===== src/rtl/sccb_cfg_seq.sv =====
// sccb_cfg_seq: camera register-init sequencer feeding an SCCB master.
// Walks a ROM of {sub_addr, wdata} pairs and issues one SCCB write per entry.
// With VERIFY set, reads each register back and counts mismatches.
// Entries with sub_addr 8'hFF are delay markers (no bus access).
module sccb_cfg_seq #(
    parameter int REG_NUM   = 58,
    parameter int AW        = 6,
    parameter int PWRUP_DLY = 25000,
    parameter int DLY_CYC   = 250000,
    parameter bit VERIFY    = 1'b1
) (
    input  logic          clk,
    input  logic          rst,
    input  logic          start,
    output logic [AW-1:0] rom_addr,
    input  logic [15:0]   rom_data,
    input  logic          rdy,
    output logic          wen,
    output logic          ren,
    output logic [7:0]    sub_addr,
    output logic [7:0]    wdata,
    input  logic [7:0]    rdata,
    input  logic          rdata_vld,
    output logic          busy,
    output logic          cfg_done,
    output logic          cfg_err,
    output logic [7:0]    err_cnt
);

    localparam int MAXD   = (PWRUP_DLY > DLY_CYC) ? PWRUP_DLY : DLY_CYC;
    localparam int CW_RAW = $clog2(MAXD + 1);
    localparam int CW     = (CW_RAW < 3) ? 3 : CW_RAW;

    localparam logic [CW-1:0] PWRUP_LAST = CW'(PWRUP_DLY - 1);
    localparam logic [CW-1:0] DLY_LAST   = CW'(DLY_CYC - 1);
    localparam logic [CW-1:0] WRB_LAST   = CW'(3);
    localparam logic [AW-1:0] IDX_LAST   = AW'(REG_NUM - 1);

    typedef enum logic [3:0] {
        IDLE,
        PWRUP,
        FETCH,
        LATCH,
        CHECK,
        WR_REQ,
        WR_BUSY,
        WR_WAIT,
        RD_REQ,
        RD_WAIT,
        RD_END,
        DELAY,
        NEXT,
        DONE
    } state_t;

    state_t        state;
    logic [CW-1:0] cnt;
    logic [AW-1:0] idx;
    logic          wen_r;
    logic          ren_r;

    // Request pulses are registered; masking with rst keeps the bus quiet
    // during the reset cycle even if a pulse was already scheduled.
    assign wen = wen_r & ~rst;
    assign ren = ren_r & ~rst;

    // Sequencer FSM: every transition clears the shared delay counter.
    always_ff @(posedge clk) begin
        if (rst) begin
            state    <= IDLE;
            cnt      <= '0;
            idx      <= '0;
            rom_addr <= '0;
            sub_addr <= '0;
            wdata    <= '0;
            wen_r    <= 1'b0;
            ren_r    <= 1'b0;
            busy     <= 1'b0;
            cfg_done <= 1'b0;
            cfg_err  <= 1'b0;
            err_cnt  <= '0;
        end else begin
            wen_r <= 1'b0;
            ren_r <= 1'b0;
            cnt   <= cnt + 1'b1;

            case (state)
                IDLE, DONE: begin
                    if (start) begin
                        state    <= PWRUP;
                        cnt      <= '0;
                        idx      <= '0;
                        cfg_err  <= 1'b0;
                        err_cnt  <= '0;
                        busy     <= 1'b1;
                        cfg_done <= 1'b0;
                    end
                end

                PWRUP: begin
                    if (cnt == PWRUP_LAST) begin
                        state    <= FETCH;
                        cnt      <= '0;
                        rom_addr <= idx;
                    end
                end

                FETCH: begin
                    state <= LATCH;
                    cnt   <= '0;
                end

                LATCH: begin
                    sub_addr <= rom_data[15:8];
                    wdata    <= rom_data[7:0];
                    state    <= CHECK;
                    cnt      <= '0;
                end

                CHECK: begin
                    state <= (sub_addr == 8'hFF) ? DELAY : WR_REQ;
                    cnt   <= '0;
                end

                WR_REQ: begin
                    if (rdy) begin
                        wen_r <= 1'b1;
                        state <= WR_BUSY;
                        cnt   <= '0;
                    end
                end

                WR_BUSY: begin
                    if (!rdy || cnt == WRB_LAST) begin
                        state <= WR_WAIT;
                        cnt   <= '0;
                    end
                end

                WR_WAIT: begin
                    if (rdy) begin
                        if (!VERIFY || {sub_addr, wdata} == 16'h1280) begin
                            state <= NEXT;
                        end else begin
                            state <= RD_REQ;
                        end
                        cnt <= '0;
                    end
                end

                RD_REQ: begin
                    if (rdy) begin
                        ren_r <= 1'b1;
                        state <= RD_WAIT;
                        cnt   <= '0;
                    end
                end

                RD_WAIT: begin
                    if (rdata_vld) begin
                        if (rdata != wdata) begin
                            cfg_err <= 1'b1;
                            if (err_cnt != 8'hFF) begin
                                err_cnt <= err_cnt + 8'd1;
                            end
                        end
                        state <= RD_END;
                        cnt   <= '0;
                    end
                end

                RD_END: begin
                    if (rdy) begin
                        state <= NEXT;
                        cnt   <= '0;
                    end
                end

                DELAY: begin
                    if (cnt == DLY_LAST) begin
                        state <= NEXT;
                        cnt   <= '0;
                    end
                end

                NEXT: begin
                    cnt <= '0;
                    if (idx == IDX_LAST) begin
                        state    <= DONE;
                        busy     <= 1'b0;
                        cfg_done <= 1'b1;
                    end else begin
                        idx      <= idx + 1'b1;
                        rom_addr <= idx + 1'b1;
                        state    <= FETCH;
                    end
                end

                default: begin
                    state <= IDLE;
                    cnt   <= '0;
                    busy  <= 1'b0;
                end
            endcase
        end
    end

endmodule


===== config.mk =====
export PLATFORM = sky130hd
export DESIGN_NAME = sccb_cfg_seq
export DESIGN_NICKNAME = d
export VERILOG_FILES = /design/src/rtl/sccb_cfg_seq.sv
export SDC_FILE = /design/constraint.sdc
export NUM_CORES = 1
export LEC_CHECK = 0
export ABC_AREA = 0
export ABC_CLOCK_PERIOD_IN_PS = 4800
export BUFFER_PORTS_ARGS = -buffer_cell sky130_fd_sc_hd__buf_2
export CAP_MARGIN = 20
export CELL_PAD_IN_SITES_DETAIL_PLACEMENT = 1
export CELL_PAD_IN_SITES_GLOBAL_PLACEMENT = 2
export CORE_AREA = 2 2 100 102
export CTS_BUF_LIST = sky130_fd_sc_hd__clkbuf_2
export DETAILED_ROUTE_END_ITERATION = 8
export DIE_AREA = 0 0 102 104
export HOLD_SLACK_MARGIN = 0.03
export PLACE_DENSITY = 0.91
export SLEW_MARGIN = 20
export SYNTH_ARGS = -nofsm -noshare
export SYNTH_HDL_FRONTEND = slang
export SYNTH_SLANG_ARGS = --single-unit

===== constraint.sdc =====
create_clock -name clk -period 4.8 [get_ports clk]
set_clock_uncertainty 0.05 [all_clocks]
set_input_delay 0.48 -clock clk [delete_from_list [all_inputs] [get_ports clk]]
set_output_delay 0.48 -clock clk [all_outputs]
set_load 0.03 [all_outputs]

==> metrics.csv, run 1 <==
metric,value,unit
outcome,finished clean,
Compound-Gate Fraction of Synth Area,16.3,%
CTS Buffer Depth,2,
clock sink count,63,
met1 Track Usage GR,24.5,%
# diodes,0,
first-pass GRT wire length,15.1,mm
final WL,8.98,mm
met3 usage,4.70,%
GRT overflow,0,
Synth Area in Simple Gates,29.1,%
Synth area leaders,"dfxtp_1 39%, nor2_1 6.8%, nand2_1 6.5%",
endpoint type of the worst setup path,register,
crit path launch type,register,
unrepaired setup endpoints after global routing,false,
maxcap violations,0,
P_sw,0.542,mW
final hold viol count,0,
critical path cell sequence,"nand2b_1, or2_0, o22ai_1, nor2_1, a211oi_1",
Synth Area in XOR/XNOR,7.53,%
hold depth,3,
post-route cell area,3720,um^2
mux contribution to synthesized area,1.27,%
Int Power,0.822,mW
Crit-path slowest cell,dfxtp_1,
sequential fraction of the synthesis area,38.7,%
Gate power share,28.5,%
Worst IR Drop VDD,0.129,mV
grt met2 use,27.4,%
f_max,351,MHz
GRT busiest layer,met2,
Post-Synth Adder-Cell Area,1.92,%
Tcrit/Tclk final,59.4,%
CP Buf/Inv Count,0,
Max stage delay on crit path,0.91,ns
initial DRC count,130,
Hold WS,0.120,ns
clock network fraction of total power,23.3,%
Post-Syn Area,3260,um^2
reg-to-reg critical path endpoint,rom_addr[3]$_SDFFE_PP0P_,
final setup fails,0,
pre-CTS setup slack,2.03,ns
setup TNS,0,ns
I/O Pins,64,
ANT nets after route,0,
Final GP Congestion,0.821,
die height,104,um
Clock Pin Slew Worst Setup and Hold Paths,0.19,ns
vias in the first global route,3042,
GR Util All Layers,18.0,%
drt pass-1 iters,4,
sw frac,39.7,%
"Slew Viols, Final",0,
Yosys warnings,0,
Routed WL per cell,15.0,um
share of cells above drive strength 1,18.7,%
Core Area,9550,um^2
die footprint,10600,um^2
post-CTS setup buffer count,0,
DRC,0,
hold buffers post-CTS,0,
"flops & latches, synth",63,
Synthesized Nets,445,
Resize count post-CTS,0,
largest family of logic cells by synthesized area,simple AND/OR/NAND/NOR gates,
TritonCTS buffer count,9,
Post-synth EDFFs,0,
Std-Cell Rows,36,
P_leak,1.39,nW
Synth async-reset ratio,0,%
sequential power share,48.2,%
final worst slack,1.95,ns
Synth Flop Type,dfxtp_1,
largest net degree at the start of global routing,47,
clk_lat worst skew,0.52,ns
Root Driver,clkbuf_2,
hold_sp,rom_data[7],
H-tree levels,3,
Synth Instances,411,
Post-DP Area,3610,um^2
initial antenna violation count,0,
CTS tree,built,
Worst Max-Slew Pin Slew,0.904,ns
Nets,494,
Crit Path Class,register to register,
total number of vias,3054,
worst reg2reg setup slack,1.95,ns
minimum clock period,2.85,ns
"Req. time, crit path",5.17,ns
R2R Path Start,state[2]$_SDFFE_PP0P_,
hold crit path type,input pin to register,
Mean Syn Cell Area,7.92,um^2
"Endpoint, Worst Hold",wdata[7]$_SDFFE_PP0N_,
CP max FO,26,
post-synth top area share,38.7,%
Slew headroom,39.8,%
hpwl dp,6.57,mm
via density per instance,5.11,
Initial Utilization,34.1,%
Die Width,102,um
FF-to-FF path depth,5,
critical path arrival,3.22,ns
PortBufs,63,
pwr/cell area,367,nW/um^2
largest area contributor in the netlist,dfxtp_1,
crit-path leading delay family,compound AO/OA/AOI/OAI gates,
Layout area overhead,14.2,%
Netlist cell types,52,
## placed cells by master, fill, tap and decap left out, types with 3 or more instances in the layout
| master | synthesis | final |
|---|---|---|
| xnor2_1 | 14 | 14 |
| a211oi_1 | 10 | 10 |
| a311oi_1 | 5 | 5 |
| nand2b_1 | 7 | 7 |
| or3_1 | 5 | 5 |
| nor2b_1 | 4 | 4 |
| nor2_1 | 59 | 58 |
| dfxtp_1 | 63 | 63 |
| nor3_1 | 8 | 8 |
| nand3_1 | 16 | 16 |
| ha_1 | 5 | 5 |
| inv_1 | 10 | 10 |
| nand2_1 | 56 | 56 |
| o21ai_0 | 8 | 8 |
| buf_2 | 7 | 63 |
| clkinv_2 | 0 | 3 |
| a21oi_1 | 31 | 31 |
| nand4_1 | 15 | 15 |
| clkbuf_2 | 0 | 9 |
| xor2_1 | 14 | 14 |
| a31oi_1 | 5 | 5 |
| a21o_1 | 3 | 3 |
| nor4_1 | 9 | 9 |
| and3_1 | 3 | 3 |
| mux2i_1 | 3 | 3 |
## cell usage after synthesis (3+ instances only)
| cell | count |
|---|---|
| ha_1 | 5 |
| a21oi_1 | 31 |
| or3_1 | 5 |
| inv_1 | 10 |
| xor2_1 | 14 |
| clkbuf_1 | 12 |
| nor3_1 | 8 |
| a211oi_1 | 10 |
| nand2_1 | 56 |
| nand2b_1 | 7 |
| mux2i_1 | 3 |
| buf_1 | 3 |
| nor4_1 | 9 |
| and3_1 | 3 |
| dfxtp_1 | 63 |
| a311oi_1 | 5 |
| o21ai_0 | 8 |
| nand3_1 | 16 |
| buf_2 | 7 |
| xnor2_1 | 14 |
| a21o_1 | 3 |
| nor2b_1 | 4 |
| nor2_1 | 59 |
| nand4_1 | 15 |
| a31oi_1 | 5 |
## power by group through the flow
stage	clock, mW	sequential (mW)	combinational, mW
final	0.318	0.657	0.389
after floorplan	0	0.635	0.340
after CTS	0.331	0.655	0.394
after global routing	0.357	0.670	0.438
after global placement	0	0.662	0.381
after detailed placement	0	0.666	0.392
## stage by stage
| stage | utilization [%] | total power, mW | instances |
|---|---|---|---|
| 2_1_floorplan | - | 0.974 | 411 |
| 3_3_place_gp | 37.8 | 1.04 | 582 |
| 3_5_place_dp | 37.8 | 1.06 | 582 |
| 4_1_cts | 38.9 | 1.38 | 598 |
| 5_1_grt | 39.0 | 1.47 | 598 |
| 6_report | 39.0 | 1.36 | 598 |
## worst register-to-register path, delay by kind of cell (launching register included)
kind               cells  cell delay, ns
DFF                    1            0.91
AOI/OAI and AO/OA      2            1.04
and+or+nand+nor        3            0.76
## area by class of cell
type | instances | area (um^2)
clock inverters | 7 | 63.8
repair buffers | 63 | 315
flip-flops and latches | 63 | 1260
multi-input cells | 313 | 1830
clock buffers | 9 | 45.0
fillers | 1218 | 5830
well taps | 133 | 166
inverters | 10 | 37.5
## metal layers
layer / routed length (um) / up-vias / part of all wire, %
met5: 0 / - / 0
met4: 102 / 0 / 1.1
met3: 492 / 10 / 5.5
met2: 4050 / 74 / 45
met1: 4340 / 1414 / 48
li1: - / 1556 / -
## state kept, by name, indices dropped and copies added (netlist names), 4 cells and up
| name | count |
|---|---|
| cnt | 18 |
| err_cnt | 8 |
| idx | 6 |
| rom_addr | 6 |
| state | 4 |
| sub_addr | 8 |
| wdata | 8 |
## worst max-delay path by stage
stage | start | to | cells past startpoint
global placement | state[2]$_SDFFE_PP0P_ | rom_addr[1]$_SDFFE_PP0P_ | 5
CTS | state[2]$_SDFFE_PP0P_ | rom_addr[3]$_SDFFE_PP0P_ | 5
finish | state[2]$_SDFFE_PP0P_ | rom_addr[3]$_SDFFE_PP0P_ | 5
floorplan | cnt[10]$_SDFF_PP0_ | cnt[14]$_SDFF_PP0_ | 8
detailed placement | state[2]$_SDFFE_PP0P_ | cnt[6]$_SDFF_PP0_ | 6
global route | state[2]$_SDFFE_PP0P_ | rom_addr[1]$_SDFFE_PP0P_ | 5
## cells by family (layout without fill, tap and decap cells)
family	after synthesis	count (layout)
buffers and inverters	35	89
AOI/OAI and AO/OA	82	82
xor gates and xnor gates	28	28
DFF	63	63
adders and majority gates	5	5
and+or+nand+nor	194	194
muxes	4	4
Note: power is estimated with default switching activity, not from simulation.
==> inputs of run 2 (changes only) <==
--- a/config.mk
+++ b/config.mk
@@ -6,17 +6,17 @@
 export NUM_CORES = 1
 export LEC_CHECK = 0
 export ABC_AREA = 0
-export ABC_CLOCK_PERIOD_IN_PS = 4800
+export ABC_CLOCK_PERIOD_IN_PS = 2300
 export BUFFER_PORTS_ARGS = -buffer_cell sky130_fd_sc_hd__buf_2
 export CAP_MARGIN = 20
 export CELL_PAD_IN_SITES_DETAIL_PLACEMENT = 1
 export CELL_PAD_IN_SITES_GLOBAL_PLACEMENT = 2
-export CORE_AREA = 2 2 100 102
+export CORE_AREA = 2 2 108 110
 export CTS_BUF_LIST = sky130_fd_sc_hd__clkbuf_2
 export DETAILED_ROUTE_END_ITERATION = 8
-export DIE_AREA = 0 0 102 104
+export DIE_AREA = 0 0 110 112
 export HOLD_SLACK_MARGIN = 0.03
-export PLACE_DENSITY = 0.91
+export PLACE_DENSITY = 0.83
 export SLEW_MARGIN = 20
 export SYNTH_ARGS = -nofsm -noshare
 export SYNTH_HDL_FRONTEND = slang
==> constraint.sdc (replaced) <==
create_clock -name clk -period 2.3 [get_ports clk]
set_clock_uncertainty 0.05 [all_clocks]
set_input_delay 0.23 -clock clk [delete_from_list [all_inputs] [get_ports clk]]
set_output_delay 0.23 -clock clk [all_outputs]
set_load 0.03 [all_outputs]
==> run 2 against run 1 <==
Compared with the run above:
- hold slack got worse by 0.030 ns
- maximum frequency grew 36%
- sequential power grew 98%
- combinational power increased to 2.6 times the previous value
- worst setup slack worse by 1.7 ns
- core utilization shrank 2.6 points
- critical path type unchanged
==> metrics.csv, run 2 (same netlist as run 1, synthesis figures left out) <==
metric,value,unit,change
TritonCTS buffer count,9,,unchanged
final hold viol count,0,,unchanged
# diodes,0,,unchanged
Tcrit/Tclk final,91.3,%,+32 points
"Endpoint, Worst Hold",err_cnt[7]$_SDFFE_PP0P_,,
outcome,finished clean,,
Clock Pin Slew Worst Setup and Hold Paths,0.18,ns,about the same
launch point of the worst path,state[2]$_SDFFE_PP0P_,,
hold crit path type,input pin to register,,
pre-CTS setup slack,0.0237,ns,-2.01 ns
die height,112,um,+7.7%
via density per instance,5.02,,-1.6%
Final GP Congestion,0.787,,-4.0%
Crit Path Class,register to register,,
critical path arrival,2.52,ns,-0.70 ns
Largest register FFs,18,,unchanged
"commonest non-fill, non-tap cells in the layout","63 x buf_2, 61 x dfxtp_1, 59 x nor2_1",,
Worst Max-Slew Pin Slew,0.457,ns,-0.447 ns
setup TNS,0,ns,unchanged
CTS tree,built,,
f_max,476,MHz,+36%
PortBufs,63,,unchanged
Placed Cells,608,,+4.5%
crit path launch type,register,,
H-tree levels,3,,unchanged
P_leak,1.57,nW,+13%
minimum clock period,2.10,ns,-0.753 ns
initial DRC count,149,,+15%
Routed WL per cell,14.6,um,-2.7%
I/O Pins,64,,unchanged
fillcell total,1399,,+15%
total number of vias,3240,,+6.1%
first-pass GRT wire length,16.2,mm,+7.4%
clock sink count,63,,unchanged
die footprint,12300,um^2,+16%
drt pass-1 iters,4,,unchanged
"Slew Viols, Final",0,,unchanged
multi-input logic area,1840,um^2,+0.55%
Core Area,11200,um^2,+17%
Slew headroom,69.3,%,+30 points
DRC,0,,unchanged
endpoint type of the worst setup path,register,,
Biggest register,cnt,,
R2R Path Start,state[2]$_SDFFE_PP0P_,,
maxcap violations,0,,unchanged
critical path cell sequence,"buf_4, nor2b_1, nand2_1, buf_4, nand2_1, a21oi_1, dlygate4sd3_1",,
Register Area,1260,um^2,+0.20%
pwr/cell area,735,nW/um^2,+100%
hold depth,4,,+1
Crit-path slowest cell,dfxtp_1,,
Nets,531,,+7.5%
Post-Layout Cell Count,645,,+7.9%
largest net degree at the start of global routing,28,,-40%
share of cells above drive strength 1,20.7,%,+2.0 points
Die Width,110,um,+7.8%
Worst IR Drop VDD,0.248,mV,+93%
Initial Utilization,29.1,%,-5.0 points
CP max FO,16,,-38%
worst reg2reg setup slack,0.20,ns,-1.75 ns
unrepaired setup endpoints after global routing,false,,
FF-to-FF path depth,7,,+2
Layout area overhead,24.9,%,
Std-Cell Rows,39,,+8.3%
GRT overflow,0,,unchanged
hold_sp,rdata_vld,,
final setup fails,0,,unchanged
final WL,9.43,mm,+4.9%
"leading cell type in the layout, fill and taps excluded",buf_2,,
Root Driver,clkbuf_2,,
ANT nets after route,0,,unchanged
Max stage delay on crit path,0.61,ns,-0.30 ns
CTS Buffer Depth,2,,unchanged
"Req. time, crit path",2.72,ns,-2.45 ns
reg-to-reg critical path endpoint,sub_addr[5]$_SDFFE_PP0N_,,
vias in the first global route,3295,,+8.3%
initial antenna violation count,0,,unchanged
hpwl dp,6.87,mm,+4.6%
final worst slack,0.200,ns,-1.75 ns
clk_lat worst skew,0.51,ns,about the same
GR Util All Layers,16.6,%,-1.4 points
==> run 2: power by group <==
group	switching [mW]	leakage (nW)	internal (mW)
sequential	0.125	0.510	1.17
clock	0.413	0.0682	0.242
combinational	0.617	0.991	0.417
==> run 2: cell type report <==
class | instances | area share (%)
multi-input cells | 313 | 45.2
flip-flops and latches | 63 | 31.1
repair buffers | 100 | 15.9
well taps | 143 | 4.40
clock inverters | 6 | 1.26
clock buffers | 10 | 1.23
inverters | 10 | 0.923
==> run 2: worst max-delay path by stage <==
stage | cells after the start | slack, ns | endpoint
after global placement | 6 | 0.08 | err_cnt[7]$_SDFFE_PP0P_
final | 7 | 0.20 | sub_addr[5]$_SDFFE_PP0N_
after detailed placement | 6 | 0.02 | err_cnt[7]$_SDFFE_PP0P_
after CTS | 6 | 0.09 | err_cnt[7]$_SDFFE_PP0P_
after floorplan | 8 | 0.26 | cnt[17]$_SDFF_PP0_
after global routing | 7 | 0.04 | cnt[10]$_SDFF_PP0_
==> run 2: worst max-delay path: cells and delay by family (launching register included) <==
kind	cells	cell delay, ns
AND/OR/NAND/NOR	3	0.24
AO/OA/AOI/OAI	1	0.13
buffers and inverters	3	1.03
flip-flops	1	0.61
==> run 2: timing repair <==
| item | 4_1_cts | 5_1_grt |
|---|---|---|
| pin swaps | 0 | 0 |
| hold endpoints to repair | 19 | 0 |
| hold buffers | 21 | 0 |
| cloned | 0 | 0 |
| setup endpoints to repair | 1 | 30 |
| buffers inserted | 0 | 0 |
| resized for setup | 1 | 3 |
==> run 2: routing by layer <==
layer | track usage [%] | up-vias | routed length (um)
met5 | 0 | - | 0
met4 | 6.50 | 0 | 142
met3 | 3.81 | 11 | 398
met2 | 25.5 | 65 | 4280
met1 | 22.2 | 1543 | 4610
li1 | - | 1621 | -
==> run 2: stage by stage <==
stage          area [um^2]  hold WS [ns]  power (mW)  util, %
2_1_floorplan         3260         0.316        2.03        -
3_3_place_gp          3740         0.387        2.29     33.5
3_5_place_dp          3740         0.401        2.32     33.5
4_1_cts               4060        0.0376        3.02     36.3
5_1_grt               4070        0.0603        3.21     36.4
6_report              4070        0.0897        2.99     36.4
